### config.mk
export PLATFORM = sky130hd
export DESIGN_NAME = step_sequencer
export DESIGN_NICKNAME = d
export VERILOG_FILES = /design/src/rtl/step_sequencer.sv
export SDC_FILE = /design/constraint.sdc
export NUM_CORES = 1
export LEC_CHECK = 0
export CORE_UTILIZATION = 28
export DETAILED_ROUTE_END_ITERATION = 16
export PLACE_DENSITY = 0.51
export SKIP_LAST_GASP = 1
export SLEW_MARGIN = 25
export SYNTH_ARGS = -nofsm -noshare
export SYNTH_HDL_FRONTEND = slang
export SYNTH_SLANG_ARGS = --single-unit
### constraint.sdc
create_clock -name OSC -period 3.45 [get_ports OSC]
set_input_delay 0.69 -clock OSC [delete_from_list [all_inputs] [get_ports OSC]]
set_output_delay 0.69 -clock OSC [all_outputs]
set_load 0.03 [all_outputs]
### src/rtl/step_sequencer.sv
// -----------------------------------------------------------------------------
// step_sequencer
//
// Pattern step sequencer clocked by OSC. A tempo square wave (tick_in) is
// synchronized and edge-detected; each rising edge advances through a
// programmable pattern RAM and produces a note number, a timed gate and a
// one-cycle trigger for the downstream voice/envelope stages.
//
// Optional feature macro: STEP_SEQUENCER_SWING_EN
//   Adds the swing_delay input and a DELAY state that postpones odd steps by
//   swing_delay OSC cycles. Undefined by default.
//
// Ports:
//   OSC          system clock
//   RESET        asynchronous active-low reset
//   tick_in      tempo square wave (asynchronous), rising edge = one step
//   run          level; low forces the sequencer idle
//   length       last step index of the pattern (pattern length = length+1)
//   gate_len     gate high time in OSC cycles
//   swing_delay  odd-step delay in OSC cycles (swing build only)
//   wr_en        pattern RAM write strobe
//   wr_addr      pattern RAM write address
//   wr_note      note number to write
//   wr_active    0 marks the written step as a rest
//   step         index of the current step
//   note         note latched at step start
//   gate         note gate
//   trigger      one-cycle pulse at the start of each active step
//   wrap         one-cycle pulse when the step index returns to 0
// -----------------------------------------------------------------------------
module step_sequencer #(
  parameter int STEPS     = 16,
  parameter int NOTE_BITS = 7,
  parameter int GATE_BITS = 24,
  localparam int SB       = $clog2(STEPS)
) (
  input  logic                 OSC,
  input  logic                 RESET,
  input  logic                 tick_in,
  input  logic                 run,
  input  logic [SB-1:0]        length,
  input  logic [GATE_BITS-1:0] gate_len,
`ifdef STEP_SEQUENCER_SWING_EN
  input  logic [GATE_BITS-1:0] swing_delay,
`endif
  input  logic                 wr_en,
  input  logic [SB-1:0]        wr_addr,
  input  logic [NOTE_BITS-1:0] wr_note,
  input  logic                 wr_active,
  output logic [SB-1:0]        step,
  output logic [NOTE_BITS-1:0] note,
  output logic                 gate,
  output logic                 trigger,
  output logic                 wrap
);

  localparam logic [2:0] S_IDLE  = 3'd0;
  localparam logic [2:0] S_WAIT  = 3'd1;
  localparam logic [2:0] S_GATE  = 3'd2;
  localparam logic [2:0] S_GAP   = 3'd3;
`ifdef STEP_SEQUENCER_SWING_EN
  localparam logic [2:0] S_DELAY = 3'd4;
`endif

  // ---------------------------------------------------------------------------
  // Tick conditioning: 2-flop synchronizer, then a registered rising-edge
  // detector. The registered detector output puts the FSM action at the third
  // edge after tick_in is first sampled high.
  // ---------------------------------------------------------------------------
  logic meta_q, sync_q, prev_q, tick_p_q;
  logic run_q;

  always_ff @(posedge OSC or negedge RESET) begin
    if (!RESET) begin
      meta_q   <= 1'b0;
      sync_q   <= 1'b0;
      prev_q   <= 1'b0;
      tick_p_q <= 1'b0;
      run_q    <= 1'b0;
    end else begin
      // NOTE: sequential state always uses non-blocking assignments so every
      // flop samples the pre-edge value of its neighbours.
      meta_q   <= tick_in;
      sync_q   <= meta_q;
      prev_q   <= sync_q;
      tick_p_q <= sync_q & ~prev_q;
      run_q    <= run;
    end
  end

  // ---------------------------------------------------------------------------
  // Pattern RAM: {active, note} per step.
  // ---------------------------------------------------------------------------
  logic [NOTE_BITS:0] ram_q [STEPS];

  // NOTE: the pattern RAM deliberately has no reset so it maps onto plain
  // memory and a pattern survives a reset.
  always_ff @(posedge OSC) begin
    if (wr_en) ram_q[wr_addr] <= {wr_active, wr_note};
  end

  // ---------------------------------------------------------------------------
  // Sequencer state
  // ---------------------------------------------------------------------------
  logic [2:0]           state_q,     state_d;
  logic [GATE_BITS-1:0] cnt_q,       cnt_d;
  logic [SB-1:0]        step_q,      step_d;
  logic [NOTE_BITS-1:0] note_q,      note_d;
  logic                 gate_q,      gate_d;
  logic                 trigger_q,   trigger_d;
  logic                 wrap_q,      wrap_d;
  logic                 started_q,   started_d;   // step 0 already played
  logic [SB-1:0]        pend_step_q, pend_step_d; // step held across GAP/DELAY
  logic                 pend_wrap_q, pend_wrap_d;

  logic                 tick_v;     // tick qualified by the raw run level
  logic                 deferred;   // tick held over from an aborted DELAY
  logic [SB-1:0]        nxt_idx;
  logic                 nxt_wrap;
  logic [SB-1:0]        sel_idx;
  logic                 sel_wrap;
  logic                 start;
  logic                 play;
  logic [NOTE_BITS:0]   rd_entry;

`ifdef STEP_SEQUENCER_SWING_EN
  logic hold_q, hold_d;
  assign deferred = hold_q;
`else
  assign deferred = 1'b0;
`endif

  // A tick coinciding with run falling is dropped: run wins.
  assign tick_v = tick_p_q & run;

  // Index for the next tick. The first tick after leaving IDLE plays step 0
  // without advancing; any step at or past length wraps.
  always_comb begin
    nxt_idx  = '0;
    nxt_wrap = 1'b0;
    if (started_q) begin
      if (step_q >= length) nxt_wrap = 1'b1;
      else                  nxt_idx  = SB'(step_q + 1'b1);
    end
  end

  always_comb begin
    // NOTE: every variable gets a default before the case so no path leaves
    // it unassigned, which would otherwise infer a latch.
    state_d     = state_q;
    cnt_d       = cnt_q;
    step_d      = step_q;
    note_d      = note_q;
    gate_d      = gate_q;
    trigger_d   = 1'b0;
    wrap_d      = 1'b0;
    started_d   = started_q;
    pend_step_d = pend_step_q;
    pend_wrap_d = pend_wrap_q;
    sel_idx     = nxt_idx;
    sel_wrap    = nxt_wrap;
    start       = 1'b0;
    play        = 1'b0;
`ifdef STEP_SEQUENCER_SWING_EN
    hold_d      = 1'b0;
`endif

    case (state_q)
      S_IDLE: begin
        step_d    = '0;
        gate_d    = 1'b0;
        started_d = 1'b0;
        if (run_q) state_d = S_WAIT;
      end
      S_WAIT: begin
        if (tick_v || deferred) start = 1'b1;
      end
      S_GATE: begin
        if (deferred) begin
          start = 1'b1;
        end else if (tick_v) begin
          // Early tick: drop the gate for one cycle, play the step next cycle.
          gate_d      = 1'b0;
          pend_step_d = nxt_idx;
          pend_wrap_d = nxt_wrap;
          state_d     = S_GAP;
        end else if (cnt_q <= GATE_BITS'(1)) begin
          gate_d  = 1'b0;
          state_d = S_WAIT;
        end else begin
          cnt_d = cnt_q - GATE_BITS'(1);
        end
      end
      S_GAP: begin
        // A tick landing in this single cycle is dropped; ticks arrive at
        // least two cycles apart after edge detection.
        sel_idx  = pend_step_q;
        sel_wrap = pend_wrap_q;
        start    = 1'b1;
      end
`ifdef STEP_SEQUENCER_SWING_EN
      S_DELAY: begin
        sel_idx  = pend_step_q;
        sel_wrap = pend_wrap_q;
        if (tick_v) begin
          // New tick ends the delay; it is replayed next cycle.
          play   = 1'b1;
          hold_d = 1'b1;
        end else if (cnt_q <= GATE_BITS'(1)) begin
          play = 1'b1;
        end else begin
          cnt_d = cnt_q - GATE_BITS'(1);
        end
      end
`endif
      default: state_d = S_IDLE;
    endcase

    if (start) begin
`ifdef STEP_SEQUENCER_SWING_EN
      if (sel_idx[0] && (swing_delay != '0)) begin
        state_d     = S_DELAY;
        cnt_d       = swing_delay;
        pend_step_d = sel_idx;
        pend_wrap_d = sel_wrap;
        gate_d      = 1'b0;
      end else begin
        play = 1'b1;
      end
`else
      play = 1'b1;
`endif
    end

    rd_entry = ram_q[sel_idx];

    if (play) begin
      step_d    = sel_idx;
      wrap_d    = sel_wrap;
      note_d    = rd_entry[NOTE_BITS-1:0];
      started_d = 1'b1;
      if (rd_entry[NOTE_BITS] && (gate_len != '0)) begin
        trigger_d = 1'b1;
        gate_d    = 1'b1;
        cnt_d     = gate_len;
        state_d   = S_GATE;
      end else begin
        gate_d  = 1'b0;
        state_d = S_WAIT;
      end
    end

    // run low overrides everything, one edge after it is registered.
    if (!run_q) begin
      state_d   = S_IDLE;
      step_d    = '0;
      gate_d    = 1'b0;
      trigger_d = 1'b0;
      wrap_d    = 1'b0;
      started_d = 1'b0;
`ifdef STEP_SEQUENCER_SWING_EN
      hold_d    = 1'b0;
`endif
    end
  end

  always_ff @(posedge OSC or negedge RESET) begin
    if (!RESET) begin
      state_q     <= S_IDLE;
      cnt_q       <= '0;
      step_q      <= '0;
      note_q      <= '0;
      gate_q      <= 1'b0;
      trigger_q   <= 1'b0;
      wrap_q      <= 1'b0;
      started_q   <= 1'b0;
      pend_step_q <= '0;
      pend_wrap_q <= 1'b0;
`ifdef STEP_SEQUENCER_SWING_EN
      hold_q      <= 1'b0;
`endif
    end else begin
      state_q     <= state_d;
      cnt_q       <= cnt_d;
      step_q      <= step_d;
      note_q      <= note_d;
      gate_q      <= gate_d;
      trigger_q   <= trigger_d;
      wrap_q      <= wrap_d;
      started_q   <= started_d;
      pend_step_q <= pend_step_d;
      pend_wrap_q <= pend_wrap_d;
`ifdef STEP_SEQUENCER_SWING_EN
      hold_q      <= hold_d;
`endif
    end
  end

  assign step    = step_q;
  assign note    = note_q;
  assign gate    = gate_q;
  assign trigger = trigger_q;
  assign wrap    = wrap_q;

endmodule
---- Word-level counts from Yosys, hierarchy flattened ----
Memory sizes are Yosys's and may differ from the RTL's.
Index checks and enable logic that the tools add are counted.
operators by class
  reduce and logical (&&, ||, !) cells .... 7
  eq/ne operators ......................... 7
  mux-type cells .......................... 38
  add/sub/neg operators ................... 2
  order comparisons ....................... 2
  bitwise logic cells ..................... 3
operator list
  kind                                                                     count
  24-bit two-way mux                                                       5
  24-bit by 1-bit <= comparator with 1-bit output (second input constant)  1
  4-bit two-way mux                                                        6
  24-bit nonzero test                                                      1
  24-bit by 1-bit subtractor with 24-bit output (second input constant)    1
  1-bit two-way mux                                                        19
  3-bit two-way mux                                                        4
  3-bit one-hot mux with 3 select lines                                    1
  3-bit by 2-bit equality test with 1-bit output (second input constant)   2
  2-bit AND reduction                                                      3
  5-bit != test (second input constant)                                    1
  4-bit by 1-bit adder with 4-bit output (second input constant)           1
  4-bit greater-or-equal comparator                                        1
  4-bit by 1-bit != test with 1-bit output (second input constant)         1
  1-bit one-hot mux with 2 select lines                                    2
  3-bit by 1-bit equality test with 1-bit output (second input constant)   1
  3-bit logical NOT                                                        1
  3-bit by 1-bit != test with 1-bit output (second input constant)         1
  3-bit by 2-bit != test with 1-bit output (second input constant)         1
  1-bit bitwise AND                                                        2
  2-bit two-way mux                                                        1
  2-bit OR reduction                                                       1
  1-bit logical AND                                                        1
  1-bit inverter                                                           1
storage, ports and cells
  bits of input ports ..................... 45
  RAM bits ................................ 128
  logic and storage cells ................. 75
  bits in registers ....................... 52
  memories kept ........................... 1
memories
  name   words  bits a word  read ports  clocked after memory_dff  wr ports  RTL line  source
  ram_q  16     8            1           0                         1         94        logic [NOTE_BITS:0] ram_q [STEPS];

---- Longest topological paths before layout ----
An unclocked memory read counts as a cell.
  depth in word-level cells ............... 9
  gate-level depth with buffers ........... 13
  gate-level depth less buffers ........... 10

---- Worst setup path after synthesis ----
Ideal clock, no wire load.
  path type ............................... input to register
  start point ............................. input port length[3]
  end point ............................... register cnt_q[10]
  path slack .............................. 248 ps
  path buffers ............................ 2
  required time ........................... 3,325 ps
  data arrival time ....................... 3,077 ps
  stages .................................. 12
  path through ............................ inv_1 > ha_1 > a21oi_1 > o211ai_4 > o31a_1 > buf_4 > mux2i_1 > a22oi_1 > o2111ai_2 > a21oi_4 > buf_12 > mux2_4
on the way
  word-level cells in the longest chain between the ends .. 8
ends and longest elaborated chain
  item                               RTL line  source
  start, declared                    41        input logic [SB-1:0] length,
  4-bit greater-or-equal comparator  142       if (step_q >= length) nxt_wrap = 1'b1;
  4-bit two-way mux                  142
  4-bit two-way mux                  141       if (started_q) begin
  4-bit two-way mux                  168       case (state_q)
  memory read 16 x 8 bit             --
  1-bit logical AND                  242       if (rd_entry[NOTE_BITS] && (gate_len != '0)) begin
  24-bit two-way mux                 242
  24-bit two-way mux                 237       if (play) begin
  named net cnt_d[10]                106       logic [GATE_BITS-1:0] cnt_q, cnt_d;
  end signal, assigned               284       cnt_q <= cnt_d;
  end, declared                      106
The timed path passes the listed nets, and every way through them passes these cells.
A chain may end at the register's enable or synchronous reset.

---- Final worst setup path ----
  start point ............................. input port length[0]
  end point ............................... register cnt_q[20]
Same word-level chain as after synthesis.

==> metrics.cfg <==
[status]
status=finished clean

[yosys]
synth_area_leaders=edfxtp_1 48%, dfrtp_1 16%, mux2_2 4.9%
dominantRegCellSynth=edfxtp_1
yosysSeqAreaShare_pct=64.21
post-synth-top-count-cell=edfxtp_1
syn_area_mm2=0.007974
synth_common_cells=128 x edfxtp_1, 53 x nor2_1, 51 x dfrtp_1, 41 x nand2_1, 37 x mux2i_1
async_flop_share_pct=28.49
yosys.area.top_type=edfxtp_1
synth_nets=617
yosys_register_bits=179
synth_warnings=0
syn_avg_cell_area_um2=14.11
synth_top_cell_area_share_pct=48.20
synth_edf_count=128
netlist_instances=565
ys_types=55

[worst_setup_path]
critPathMaxStageDelay_ps=490
critical_path_class=primary input to register
r2r_setup_slack_ps=260
r2r_start=step[1]$_DFFE_PN0P_
r2r-end=cnt_q[20]$_DFF_PN0_
cp-start-kind=primary input
critPathArrivalTime_ps=3700
ff2ff_path_depth=13
critPathRequiredTime_ps=3760
endpoint_kind=register
crit_path_top_delay_cell=clkdlybuf4s50_1
cp_cell_sequence=clkdlybuf4s50_1 > ha_4 > nor3b_4 > o211ai_4 > buf_4 > o31ai_4 > buf_6 > a21oi_2 > a22oi_2 > o2111ai_2 > a21oi_4 > clkbuf_16 > buf_8 > mux2_4
critPathMaxFanout=7

[place]
dp_hpwl_mm=12.78
gp_congestion=0.8232
dpl_cell_area_mm2=0.009276
numPortBuffers=58

[global_route]
first_global_vias=5120
grt_max_degree=31
grt_use_total_pct=13.09
grt-ovfl-total=0
grt_antenna_before_repair=1
grt_pass1_wl_mm=28.21

[power]
p_sw_share_pct=25.72
p_seq_share_pct=51.4
p_clk_share_pct=37.5
power_density_mw_per_mm2=492.0
p_int_uw=3703
peakVddDrop_mv=0.3395
p_leak_uw=0.003592
p_switching_uw=1282
power.total_uw=4985
combinationalPowerShare_pct=11.1

[cells_and_area]
final_core_util_pct=36.27
post_route_cells_drive_above_1_share_pct=23.80
diodes=0
layout.nets=729
stdcell_area_mm2=0.01013
area_growth_pct=27.07

[clock_tree]
clockBufferDepth=2
cts_buffers=17
path_clk_slew_ps=70
cts_root_buffer=clkbuf_16
cts_tree=done
htreeDepth=4
clkLatencyLatePin_ps=430
postCtsHoldBufs=0
cts_sinks=179

[floorplanning]
rows=61
fp.dieH_um=170.8
die_w_um=170.8
fp.dieArea_mm2=0.02916
initial_core_util_pct=28.55
core_area_mm2=0.02793
io_pins=59

[timing]
hold_viol_final=0
finalMaxSlewViolations=0
timing.hold.ws_ps=217.4
slew_headroom_pct=47.23
setup_viol=0
skew_ps=14.87
tightest_slew_ps=788.6
period_needed_ps=3385
fin_crit_sh_pct=98.11
max_freq_ghz=0.2954

[drt]
viasPerCell=4.648
routedWlPerCell_um=17.73
drc_errors=0
vias=4959
drt_iter0_markers=287
firstDrtPassIters=5
routed_wl_mm=18.92
ant_nets=0

[hold_path]
min_path_type=primary input to async pin

[run]
cap_violations=0

-- critical path, delay by kind of cell --
kind | cells | cell delay (ps)
multiplexers | 1 | 300
AND/OR/NAND/NOR | 1 | 240
buffers and inverters | 5 | 1160
AO/OA/AOI/OAI | 6 | 1080
adder cells (fa/ha/maj) | 1 | 210
-- power groups by stage --
stage | sequential [uW] | combinational (uW) | clock [uW]
3_5_place_dp | 2610 | 544 | 0
3_3_place_gp | 2600 | 527 | 0
5_1_grt | 2580 | 604 | 1990
6_report | 2560 | 552 | 1870
4_1_cts | 2560 | 549 | 1920
2_1_floorplan | 2610 | 301 | 0
-- worst max-delay path by stage --
stage               from                  end  slack [ps]  depth (start not counted)
4_1_cts        length[3]   cnt_q[2]$_DFF_PN0_           9                         13
3_5_place_dp   length[3]  note[5]$_DFFE_PN0P_        -660                         13
3_3_place_gp   length[3]  note[3]$_DFFE_PN0P_        -600                         13
5_1_grt        length[0]  cnt_q[22]$_DFF_PN0_         -20                         14
6_report       length[0]  cnt_q[20]$_DFF_PN0_          70                         14
2_1_floorplan  length[3]  cnt_q[10]$_DFF_PN0_         250                         12
-- metal layers --
layer	up-vias	routed length [um]	global-route usage (%)
met5	-	12	0
li1	2360	-	-
met2	118	9061	21.70
met1	2459	8732	16.80
met4	2	288	4.505
met3	20	825	2.892
-- registers in the layout, summed over array words and instances, names as in the netlist --
name and flops:
ram_q 128, cnt_q 24, note 7, pend_step_q 4
step 4, state_q 2, gate 1, meta_q 1
pend_wrap_q 1, prev_q 1, run_q 1, started_q 1
sync_q 1, tick_p_q 1, trigger 1, wrap 1
-- cell type report --
class,count,area [um2]
clock buffers,17,425.4
clock inverters,14,153.9
flip-flops and latches,179,5120
fillers,2722,17800
multi-input cells,353,2763
well taps,378,473.0
inverters,10,37.54
repair buffers,116,1160
-- cells in the final DEF, fill, tap and decap left out, types with 4 or more instances in the layout --
| cell type | count |
|---|---|
| nor3_1 | 9 |
| nand3b_1 | 4 |
| a21oi_1 | 16 |
| o31ai_1 | 8 |
| edfxtp_1 | 128 |
| buf_12 | 5 |
| inv_8 | 4 |
| nand3_1 | 6 |
| ha_1 | 4 |
| nor2b_1 | 6 |
| mux2_2 | 35 |
| clkdlybuf4s50_1 | 54 |
| inv_6 | 5 |
| a211oi_1 | 25 |
| xnor2_1 | 11 |
| nand2_1 | 41 |
| inv_1 | 8 |
| clkbuf_16 | 20 |
| nor2_1 | 53 |
| buf_6 | 5 |
| xor2_1 | 12 |
| mux2i_1 | 37 |
| buf_4 | 44 |
| mux2_4 | 15 |
| dfrtp_1 | 51 |
| nor4_1 | 10 |
| o21ai_0 | 6 |
-- per-stage QoR --
stage | setup WS [ps] | TNS (ps) | cells
global route | -24.44 | -218.3 | 1067
finish | 65.18 | 0 | 1067
floorplan | 247.7 | 0 | 565
CTS | 8.794 | 0 | 1054
detailed placement | -660.7 | -13900 | 1021
global placement | -596.0 | -10490 | 1021
-- kinds of logic (layout without fill, tap and decap cells) --
| family | after synthesis | count (layout) | share of synthesized area [%] |
|---|---|---|---|
| AO/OA/AOI/OAI | 86 | 86 | 8.426 |
| AND/OR/NAND/NOR | 150 | 150 | 8.991 |
| XOR/XNOR | 23 | 23 | 2.526 |
| adder cells (fa/ha/maj) | 7 | 7 | 1.098 |
| multiplexers | 87 | 87 | 12.41 |
| buffers and inverters | 33 | 157 | 2.338 |
| flip-flops | 179 | 179 | 64.21 |
-- what timing repair did --
item                       CTS  global route
setup buffers                2            10
gates cloned                 0             3
resized for setup            3            21
pin swaps                    1            13
setup endpoints to repair    6            29
(Power assumes the default switching activity.)
